**src/rtl/pcecd_pkg.sv**
```systemverilog
// Shared definitions for the PCE CD drive target: bus phases, SCSI opcodes,
// CDB length constants and the command collector state encoding.
package pcecd_pkg;

  localparam int CDB_MAX_BYTES = 10;
  localparam int CDB_DB_WIDTH  = 8;
  localparam int CDB_CNT_W     = 4;

  typedef enum logic [2:0] {
    PHASE_BUS_FREE    = 3'd0,
    PHASE_COMMAND     = 3'd1,
    PHASE_DATA_IN     = 3'd2,
    PHASE_DATA_OUT    = 3'd3,
    PHASE_STATUS      = 3'd4,
    PHASE_MESSAGE_IN  = 3'd5,
    PHASE_MESSAGE_OUT = 3'd6
  } phase_e;

  // Group 0 (6-byte) commands understood by the drive
  localparam logic [7:0] OP_TEST_UNIT_READY = 8'h00;
  localparam logic [7:0] OP_REQUEST_SENSE   = 8'h03;
  localparam logic [7:0] OP_READ6           = 8'h08;
  localparam logic [7:0] OP_INQUIRY         = 8'h12;
  localparam logic [7:0] OP_MODE_SELECT6    = 8'h15;
  localparam logic [7:0] OP_MODE_SENSE6     = 8'h1A;

  // Vendor-specific (10-byte) audio and TOC commands
  localparam logic [7:0] OP_AUDIO_START_POS = 8'hD8;
  localparam logic [7:0] OP_AUDIO_END_POS   = 8'hD9;
  localparam logic [7:0] OP_AUDIO_PAUSE     = 8'hDA;
  localparam logic [7:0] OP_READ_SUBCODE_Q  = 8'hDD;
  localparam logic [7:0] OP_GET_DIR_INFO    = 8'hDE;

  localparam logic [CDB_CNT_W-1:0] CDB_LEN_6       = 4'd6;
  localparam logic [CDB_CNT_W-1:0] CDB_LEN_10      = 4'd10;
  localparam logic [CDB_CNT_W-1:0] CDB_LEN_ILLEGAL = 4'd1;

  typedef enum logic [1:0] {
    ST_IDLE    = 2'd0,
    ST_LATCH   = 2'd1,
    ST_RELEASE = 2'd2,
    ST_DONE    = 2'd3
  } coll_state_e;

endpackage

```
**src/rtl/pcecd_cdb_len_lut.sv**
```systemverilog
// Opcode to CDB length decoder; unknown opcodes map to a 1-byte illegal CDB.
module pcecd_cdb_len_lut
  import pcecd_pkg::*;
(
  input  logic [7:0]           opcode,
  output logic [CDB_CNT_W-1:0] len,
  output logic                 illegal
);

  always_comb begin
    // NOTE: defaults first so every path assigns every output and no latch is inferred.
    len     = CDB_LEN_ILLEGAL;
    illegal = 1'b1;
    case (opcode)
      OP_TEST_UNIT_READY, OP_REQUEST_SENSE, OP_READ6,
      OP_INQUIRY, OP_MODE_SELECT6, OP_MODE_SENSE6: begin
        len     = CDB_LEN_6;
        illegal = 1'b0;
      end
      OP_AUDIO_START_POS, OP_AUDIO_END_POS, OP_AUDIO_PAUSE,
      OP_READ_SUBCODE_Q, OP_GET_DIR_INFO: begin
        len     = CDB_LEN_10;
        illegal = 1'b0;
      end
      default: ;
    endcase
  end

endmodule

```
**src/rtl/pcecd_cmd_collector.sv**
```systemverilog
// SCSI command-phase byte collector: captures CDB bytes on REQ/ACK handshakes,
// asks the phase FSM to drop/raise REQ and presents the finished CDB.
module pcecd_cmd_collector
  import pcecd_pkg::*;
#(
  parameter int MAX_CDB_BYTES = CDB_MAX_BYTES,
  parameter int DB_WIDTH      = CDB_DB_WIDTH
)
(
  input  logic                              i_clk,
  input  logic                              i_rst,
  input  logic                              i_cmd_phase,
  input  logic                              i_req,
  input  logic                              i_ack,
  input  logic [DB_WIDTH-1:0]               i_db,
  input  logic                              i_cmd_taken,
  output logic                              o_req_clr,
  output logic                              o_req_set,
  output logic                              o_cmd_valid,
  output logic                              o_cmd_illegal,
  output logic [CDB_CNT_W-1:0]              o_cmd_len,
  output logic [MAX_CDB_BYTES*DB_WIDTH-1:0] o_cdb,
  output logic                              o_abort,
  output logic                              o_overrun
);

  localparam logic [CDB_CNT_W-1:0] MAX_CNT = CDB_CNT_W'(MAX_CDB_BYTES);

  coll_state_e state, state_next;

  logic [CDB_CNT_W-1:0]              count;
  logic [CDB_CNT_W-1:0]              len_q;
  logic                              illegal_q;
  logic [MAX_CDB_BYTES*DB_WIDTH-1:0] cdb_q;
  logic                              armed;
  logic                              hs_used;
  logic                              overrun_q;

  logic                 hs, hs_new, released;
  logic                 capture, drop, want_next, complete;
  logic [CDB_CNT_W-1:0] lut_len;
  logic                 lut_illegal;

  pcecd_cdb_len_lut u_len_lut (
    .opcode  (cdb_q[7:0]),
    .len     (lut_len),
    .illegal (lut_illegal)
  );

  // hs_used marks a REQ&&ACK level already consumed, so a held level yields one byte.
  assign hs       = i_req && i_ack;
  assign hs_new   = hs && !hs_used;
  assign released = !i_req && !i_ack;

  assign capture   = i_cmd_phase && hs_new &&
                     ((state == ST_IDLE) ||
                      (state == ST_RELEASE && armed && count != MAX_CNT));
  assign drop      = hs_new && (count == MAX_CNT) &&
                     (state == ST_RELEASE || state == ST_DONE);
  assign want_next = (state == ST_RELEASE) && i_cmd_phase && !armed &&
                     released && (count != len_q);
  assign complete  = (state == ST_RELEASE) && i_cmd_phase && !armed &&
                     released && (count == len_q);

  always_ff @(posedge i_clk) begin
    if (i_rst) state <= ST_IDLE;
    else       state <= state_next;
  end

  always_comb begin
    state_next = state;
    case (state)
      ST_IDLE:    if (capture) state_next = ST_LATCH;
      ST_LATCH:   state_next = i_cmd_phase ? ST_RELEASE : ST_IDLE;
      ST_RELEASE: begin
        if (!i_cmd_phase)  state_next = ST_IDLE;
        else if (capture)  state_next = ST_LATCH;
        else if (complete) state_next = ST_DONE;
      end
      ST_DONE:    if (i_cmd_taken) state_next = ST_IDLE;
      default:    state_next = ST_IDLE;
    endcase
  end

  always_comb begin
    o_req_clr   = 1'b0;
    o_req_set   = 1'b0;
    o_abort     = 1'b0;
    o_cmd_valid = 1'b0;
    case (state)
      ST_LATCH: begin
        if (i_cmd_phase) o_req_clr = 1'b1;
        else             o_abort   = 1'b1;
      end
      ST_RELEASE: begin
        if (!i_cmd_phase) o_abort   = 1'b1;
        else              o_req_set = want_next;
      end
      ST_DONE:  o_cmd_valid = 1'b1;
      default: ;
    endcase
  end

  // NOTE: sequential state uses non-blocking assignments so every register samples pre-edge values.
  always_ff @(posedge i_clk) begin
    if (i_rst) begin
      // NOTE: the CDB store is cleared on reset because o_cdb is a visible output defined as zero after reset.
      cdb_q     <= '0;
      count     <= '0;
      len_q     <= '0;
      illegal_q <= 1'b0;
      armed     <= 1'b0;
      hs_used   <= 1'b0;
      overrun_q <= 1'b0;
    end else begin
      hs_used <= hs && (hs_used || capture || drop);

      if (capture) cdb_q[int'(count)*DB_WIDTH +: DB_WIDTH] <= i_db;

      if (capture || o_abort) armed <= 1'b0;
      else if (want_next)     armed <= 1'b1;

      if (o_abort || (state == ST_DONE && i_cmd_taken))
        count <= '0;
      else if (state == ST_LATCH && count != MAX_CNT)
        count <= count + 4'd1;

      // Length is decoded once, in the cycle after the opcode byte lands.
      if (state == ST_LATCH && i_cmd_phase && count == '0) begin
        len_q     <= lut_len;
        illegal_q <= lut_illegal;
      end

      if (drop) overrun_q <= 1'b1;
    end
  end

  assign o_cmd_illegal = illegal_q;
  assign o_cmd_len     = len_q;
  assign o_cdb         = cdb_q;
  assign o_overrun     = overrun_q;

endmodule
```
**config.mk**
```make
export PLATFORM = sky130hd
export DESIGN_NAME = pcecd_cmd_collector
export DESIGN_NICKNAME = d
export VERILOG_FILES = /design/src/rtl/pcecd_pkg.sv /design/src/rtl/pcecd_cdb_len_lut.sv /design/src/rtl/pcecd_cmd_collector.sv
export SDC_FILE = /design/constraint.sdc
export NUM_CORES = 1
export LEC_CHECK = 0
export ABC_CLOCK_PERIOD_IN_PS = 5500
export CAP_MARGIN = 25
export CORE_ASPECT_RATIO = 0.8
export CORE_UTILIZATION = 43
export DETAILED_ROUTE_END_ITERATION = 8
export GPL_ROUTABILITY_DRIVEN = 0
export PLACE_DENSITY = 0.71
export SKIP_CTS_REPAIR_TIMING = 1
export SLEW_MARGIN = 20
export SYNTH_ARGS = -nofsm -noshare
export SYNTH_HDL_FRONTEND = slang
export SYNTH_HIERARCHICAL = 1
export SYNTH_SLANG_ARGS = --single-unit
```
**constraint.sdc**
```tcl
create_clock -name i_clk -period 5.5 [get_ports i_clk]
set_clock_uncertainty 0.2 [all_clocks]
set_input_delay 1.1 -clock i_clk [delete_from_list [all_inputs] [get_ports i_clk]]
set_output_delay 1.1 -clock i_clk [all_outputs]
set_load 0.005 [all_outputs]
```
# Word-level counts from Yosys, hierarchy flattened
# Cells that the tools add are included.
[totals]
register_bits = 94
elab_cells = 88
[classes]
addsub = 2
eq_ne = 20
n_shift = 2
muxes = 17
n_reduce_logical = 39
[op_table]
columns = ["op", "count"]
rows = [
  ["bitwise mux 80 bit", 1],
  ["variable shift 8 x 33 -> 80 bit, first input constant", 1],
  ["indexed part select 8 x 33 -> 80 bit", 1],
  ["== test 8 bit, second input constant", 5],
  ["negator 7 -> 33 bit", 1],
  ["== test 8 x 5 -> 1 bit, second input constant", 3],
  ["logical AND 1 bit", 19],
  ["2-to-1 mux 2 bit", 6],
  ["OR reduction 11 bit", 1],
  ["== test 8 x 2 -> 1 bit, second input constant", 1],
  ["== test 8 x 4 -> 1 bit, second input constant", 1],
  ["zero test 8 bit", 1],
  ["2-to-1 mux 1 bit", 8],
  ["!= test 4 bit, second input constant", 2],
  ["one-hot mux 2 bit (4 select lines)", 1],
  ["one-hot mux 4 bit (2 select lines)", 1],
  ["logical OR 1 bit", 6],
  ["OR reduction 2 bit", 3],
  ["OR reduction 6 bit", 1],
  ["OR reduction 5 bit", 1],
  ["adder 4 x 1 -> 4 bit, second input constant", 1],
  ["== test 2 bit, second input constant", 2],
  ["== test 4 bit", 1],
  ["== test 4 bit, second input constant", 1],
  ["other kinds (7)", 11],
]

# Longest topological paths before layout
[logic_depth]
depth_word = 9
mapped_depth = 10

# Modules after synthesis
# Netlist, hierarchy kept.
[by_module_without_submodules]
columns = ["module", "n_inst", "cells_per_inst", "area_each_um2"]
rows = [
  ["pcecd_cmd_collector", 1, 431, 4038.9],
  ["pcecd_cdb_len_lut", 1, 15, 121.4],
]

# Worst setup path before layout
# OpenSTA, ideal clock, no wires.
[synth_path]
kind = "input -> output"
startpoint = "input i_ack"
endpoint = "output o_req_set"
arrival_ps = 1573
t_required_ps = 4200
path_slack_ps = 2627
path_stages = 2
path_buffers = 0
path_cell_list = "nor3_1 nor3b_1"
[synth_between]
elab_chain_cells = 6
[synth_rtl]
columns = ["element", "line", "rtl"]
rows = [
  ["start, declared", "pcecd_cmd_collector.sv:14", "input logic i_ack,"],
  ["zero test 1 bit", "pcecd_cmd_collector.sv:53", "assign released = !i_req && !i_ack;"],
  ["logical AND 1 bit", "pcecd_cmd_collector.sv:53", ""],
  ["logical AND 1 bit", "pcecd_cmd_collector.sv:60", "assign want_next = (state == ST_RELEASE) && i_cmd_phase && !armed &&"],
  ["logical AND 1 bit", "pcecd_cmd_collector.sv:61", "released && (count != len_q);"],
  ["2-to-1 mux 1 bit", "pcecd_cmd_collector.sv:96", "if (!i_cmd_phase) o_abort = 1'b1;"],
  ["2-to-1 mux 1 bit", "pcecd_cmd_collector.sv:90", "case (state)"],
  ["end, declared", "pcecd_cmd_collector.sv:18", "output logic o_req_set,"],
]
# No other way between the ends.

# Worst setup path after layout
# Ends and elaborated chain as after synthesis.

==> run metrics <==
Die Ht 90.0 um; clock sink count 94; fin crit period 3.97 ns; R2R depth 7; critical path's slowest cell clkdlybuf4s50_1; H-tree levels 3; Synth area leaders dfxtp_1, nand3b_1, o21ai_0; crit-path max FO 3; worst-margin pin slew 0.986 ns; critical path type in2out; clk_lat worst skew 0.33 ns; Max clock buf depth 2; max incr delay on CP 0.55 ns; initial antenna violation count 0; max cap viols 0; Post-Syn Area 4160 sq um; CTS Buf Count 9; die area 10100 sq um; Slew Viols, Final 0; post-DP HPWL 7390 um; total negative slack for setup checks 0 ns; Yosys top cell by area dfxtp_1; GRT overflow 0; Post-synth top cells dfxtp_1, nand3b_1, o21ai_0; Final Cycle Share 0.722; worst vdd ir 141 uV; Slew headroom 0.342; clk root buf clkbuf_16; Synth Instances 446; Setup violations, final 0; Die Wd 112 um; worst path bufs/invs 2; Critical Path Sink Type output port; largest net degree at the start of global routing 62; ys flop type dfxtp_1; n_diodes 0; Synth Warn # 6; Post-Synthesis Net Count 472; critical path depth 4; FP Rows 31; status finished with violations; Hold WC Path Type reg2reg; fmax 252 MHz; CTS clk-pin slew, worst paths 0.06 ns; Nets 561; hold path depth 2; Pwr Density 273 nW/um^2; Req. time, crit path 4.20 ns; PortBufs 103; Initial Util 0.451; # IOs 104; CP delay by family, top buffers and inverters; leakage power 1.90 nW; layout cells sized above 1 0.0648; Seq cells post-synth 94; Antenna Nets Post-Route 0; WL/cell 16.0 um; Residual DRC 8; post-synth top area share 0.452; First-pass DRT Iterations 7; syn avg cell area 9.33 sq um; crit path DAT 2.67 ns; vias in the first global route 3398; WHS 0.255 ns; sequential fraction of the synthesis area 0.452; crit path launch type input port; gr usage total 0.216; RSZ-0062 raised after global routing false; CP Cell Sequence clkdlybuf4s50_1, nor3_1, nor3b_1, clkdlybuf4s50_1; Async S/R FF share, synth 0; First DRT Iteration DRCs 208; number of flops mapped to enable cells by yosys 0; first-pass GRT wire length 17300 um; vias 3585; Layout area overhead 32.3%; violated checks design-rule violations; CORE AREA 9230 sq um; most used cell, CP clkdlybuf4s50_1; CTS tree built; most frequent cell after synthesis dfxtp_1; Vias/cell 5.47; Synth cell types 55; WL final 10500 um; Hold Vio Cnt, Final 0
==> worst min-delay path, cell delays in order (launching register included) <==
cell	delay, ns
dfxtp_1	0.31
nand2_1	0.05
a21oi_1	0.05
==> area by class of cell <==
cell class | instances | area, sq um
multi-input combinational | 317 | 2110
clock inverter | 3 | 42.5
sequential | 94 | 1880
clock buffer | 13 | 260
tap | 115 | 144
timing repair buffer | 104 | 1030
inverter | 9 | 33.8
fill | 813 | 3730
==> flip-flops by register name, indices dropped and copies added, names as in the netlist <==
| name | flops |
|---|---|
| armed | 1 |
| hs_used | 1 |
| o_cmd_illegal | 1 |
| o_cdb | 80 |
| count | 4 |
| o_overrun | 1 |
| o_cmd_len | 4 |
| state | 2 |
==> path summary, 6_finish.rpt <==
path	slack, ns	end	start
min	0.25	o_cdb[70]	o_cdb[70]
max reg2reg	2.30	o_cdb[75]	count[0]
min reg2reg	0.25	o_cdb[70]	o_cdb[70]
max	1.53	o_req_set	i_ack
==> through the flow <==
stage               utilization  cell area [sq um]  setup slack (ns)  power [W]  cells
floorplan                     -               4160              2.63   0.000848    446
global route              0.596               5500              1.35    0.00156    655
detailed placement        0.563               5200              1.55   0.000896    639
global placement          0.563               5200              1.54   0.000892    639
CTS                       0.596               5500              1.53    0.00152    655
finish                    0.596               5500              1.53    0.00151    655
==> power breakdown <==
part / internal, W / total [W] / switching [W]
sequential: 0.000689 / 0.000703 / 0.0000141
clock: 0.000377 / 0.000624 / 0.000247
combinational: 0.0000724 / 0.000178 / 0.000106
total: 0.00114 / 0.00151 / 0.000368
==> per-layer routing <==
metal / track usage / wire length, um / vias to the layer above
met5: 0 / 0 / -
met4: 0.0544 / 67 / 0
met3: 0.0587 / 669 / 8
met2: 0.335 / 4670 / 106
met1: 0.296 / 5050 / 1712
li1: - / - / 1759
==> kinds of logic after synthesis <==
| group | after synthesis | synth area share |
|---|---|---|
| XOR/XNOR | 9 | 0.0208 |
| multiplexers | 14 | 0.0340 |
| adder cells (fa/ha/maj) | 12 | 0.0361 |
| buffers and inverters | 35 | 0.0409 |
| AO/OA/AOI/OAI | 88 | 0.130 |
| AND/OR/NAND/NOR | 194 | 0.286 |
| flip-flops | 94 | 0.452 |
==> cell usage in the layout (no fill, tap or decap), drive strengths merged, types with 2 or more instances in the layout <==
cell and n:
nand4b 2, xor2 7, clkdlybuf4s50 102, and4 2, nor4 4, a221o 2, or3 2, nor2 28
dfxtp 94, o21ai 56, nand2 47, nor3b 4, mux2i 13, buf 2, ha 12, nor3 11
xnor2 2, o2111ai 2, nand3 25, inv 9, clkbuf 13, a21oi 20, nand3b 59
Note: power is estimated with default switching activity, not from simulation.
==> RTL change: new RTL, same settings <==
Change the package constant `CDB_CNT_W` from 4 to 6.
--- a/src/rtl/pcecd_pkg.sv
+++ b/src/rtl/pcecd_pkg.sv
@@ -4,7 +4,7 @@
 
   localparam int CDB_MAX_BYTES = 10;
   localparam int CDB_DB_WIDTH  = 8;
-  localparam int CDB_CNT_W     = 4;
+  localparam int CDB_CNT_W     = 6;
 
   typedef enum logic [2:0] {
     PHASE_BUS_FREE    = 3'd0,
Ports: changed (resized o_cmd_len); port bits go from 104 to 106. No check against the original RTL was run, so the function may have changed too.
==> RTL change against the unedited design <==
Cell count up 14%. Critical path depth up 4. Largest cell class unchanged. Synthesized area up 9.0%. Worst setup slack worse by 0.068 ns. Power up 9.9%. Highest routed layer unchanged. Combinational power up 29%. Via count up 18%. Sequential power up 4.6%. Critical endpoint is now o_cdb[76]. First-iteration DRC count up 62%. Worst hold slack worse by 0.011 ns. Clock power up 11%. Wire length up 20%. Largest power group unchanged. Sequential cell count up 4. Critical path type is now register to register. Final area up 7.7%.
==> RTL change: results (changes against the unedited design) <==
metric	value	unit	change
M1 WL	5996	um	+19%
met1 usage	0.3327		+0.03715
P_sw	0.4429	mW	+20%
met3 Usage GRT	0.05290		-0.005762
placed inst area	5592	um^2	+7.5%
leakage power	2.111	nW	+11%
HPWL after DPL	8628	um	+17%
largest net degree at the start of global routing	70		+13%
worst setup margin	1.463	ns	-0.06769 ns
clkbuf count	11		-2
crit path max-delay cell type	a2111oi_4		
GRT Util Overall	0.2354		+0.01975
vias	4218		+18%
fraction of the mapped netlist area in adder cells	0.02483		-0.01126
met2 WL post-DR	5574	um	+19%
CP peak stage delay	0.73	ns	+0.18 ns
Nets	627		+12%
Critical Path AT	4.10	ns	+1.43 ns
outcome	completed		
WL/cell	16.76	um	+4.9%
Max FO, Critical Path	19		+16
Yosys cell types	57		+3.6%
vias in the first global route	3920		+15%
Post-synth top cells	dfxtp_1 (98), nand3_1 (52), nand2_1 (46)		
bufs w/o clock	108		+3.8%
Non-clk invs	11		+2
layout overhead on the synthesized area	30.71	%	
Tapcells	140		+22%
first-pass GRT wire length	19920	um	+15%
GRT met2 Usage	0.3590		+0.02357
Worst VDD drop	0.1465	mV	+3.6%
vias per inst	5.632		+2.9%
-- RTL change: changes by cell type in the layout (fill, tap and decap cells not counted), moves of 8 or more --
| cell | change |
|---|---|
| o21ai_0 | -8 |
| nand3b_1 | -56 |
| or3_1 | +11 |
| nand3_1 | +32 |
| mux2i_1 | +12 |
| nor2_1 | +16 |
| o21ai_1 | -8 |
| o211ai_1 | +9 |
| a21oi_1 | +13 |
-- RTL change: final timing paths --
check	to	startpoint	depth (start not counted)
setup / recovery	o_cdb[76]	count[0]	8
hold / removal	o_overrun	o_overrun	2
setup reg to reg	o_cdb[76]	count[0]	8
hold reg to reg	o_overrun	o_overrun	2
-- RTL change: power groups by stage --
stage | clock network (mW) | registers [mW] | logic [mW]
6_report | 0.690 | 0.735 | 0.229
5_1_grt | 0.724 | 0.738 | 0.249
4_1_cts | 0.697 | 0.735 | 0.224
3_5_place_dp | 0 | 0.752 | 0.222
3_3_place_gp | 0 | 0.751 | 0.219
2_1_floorplan | 0 | 0.745 | 0.162
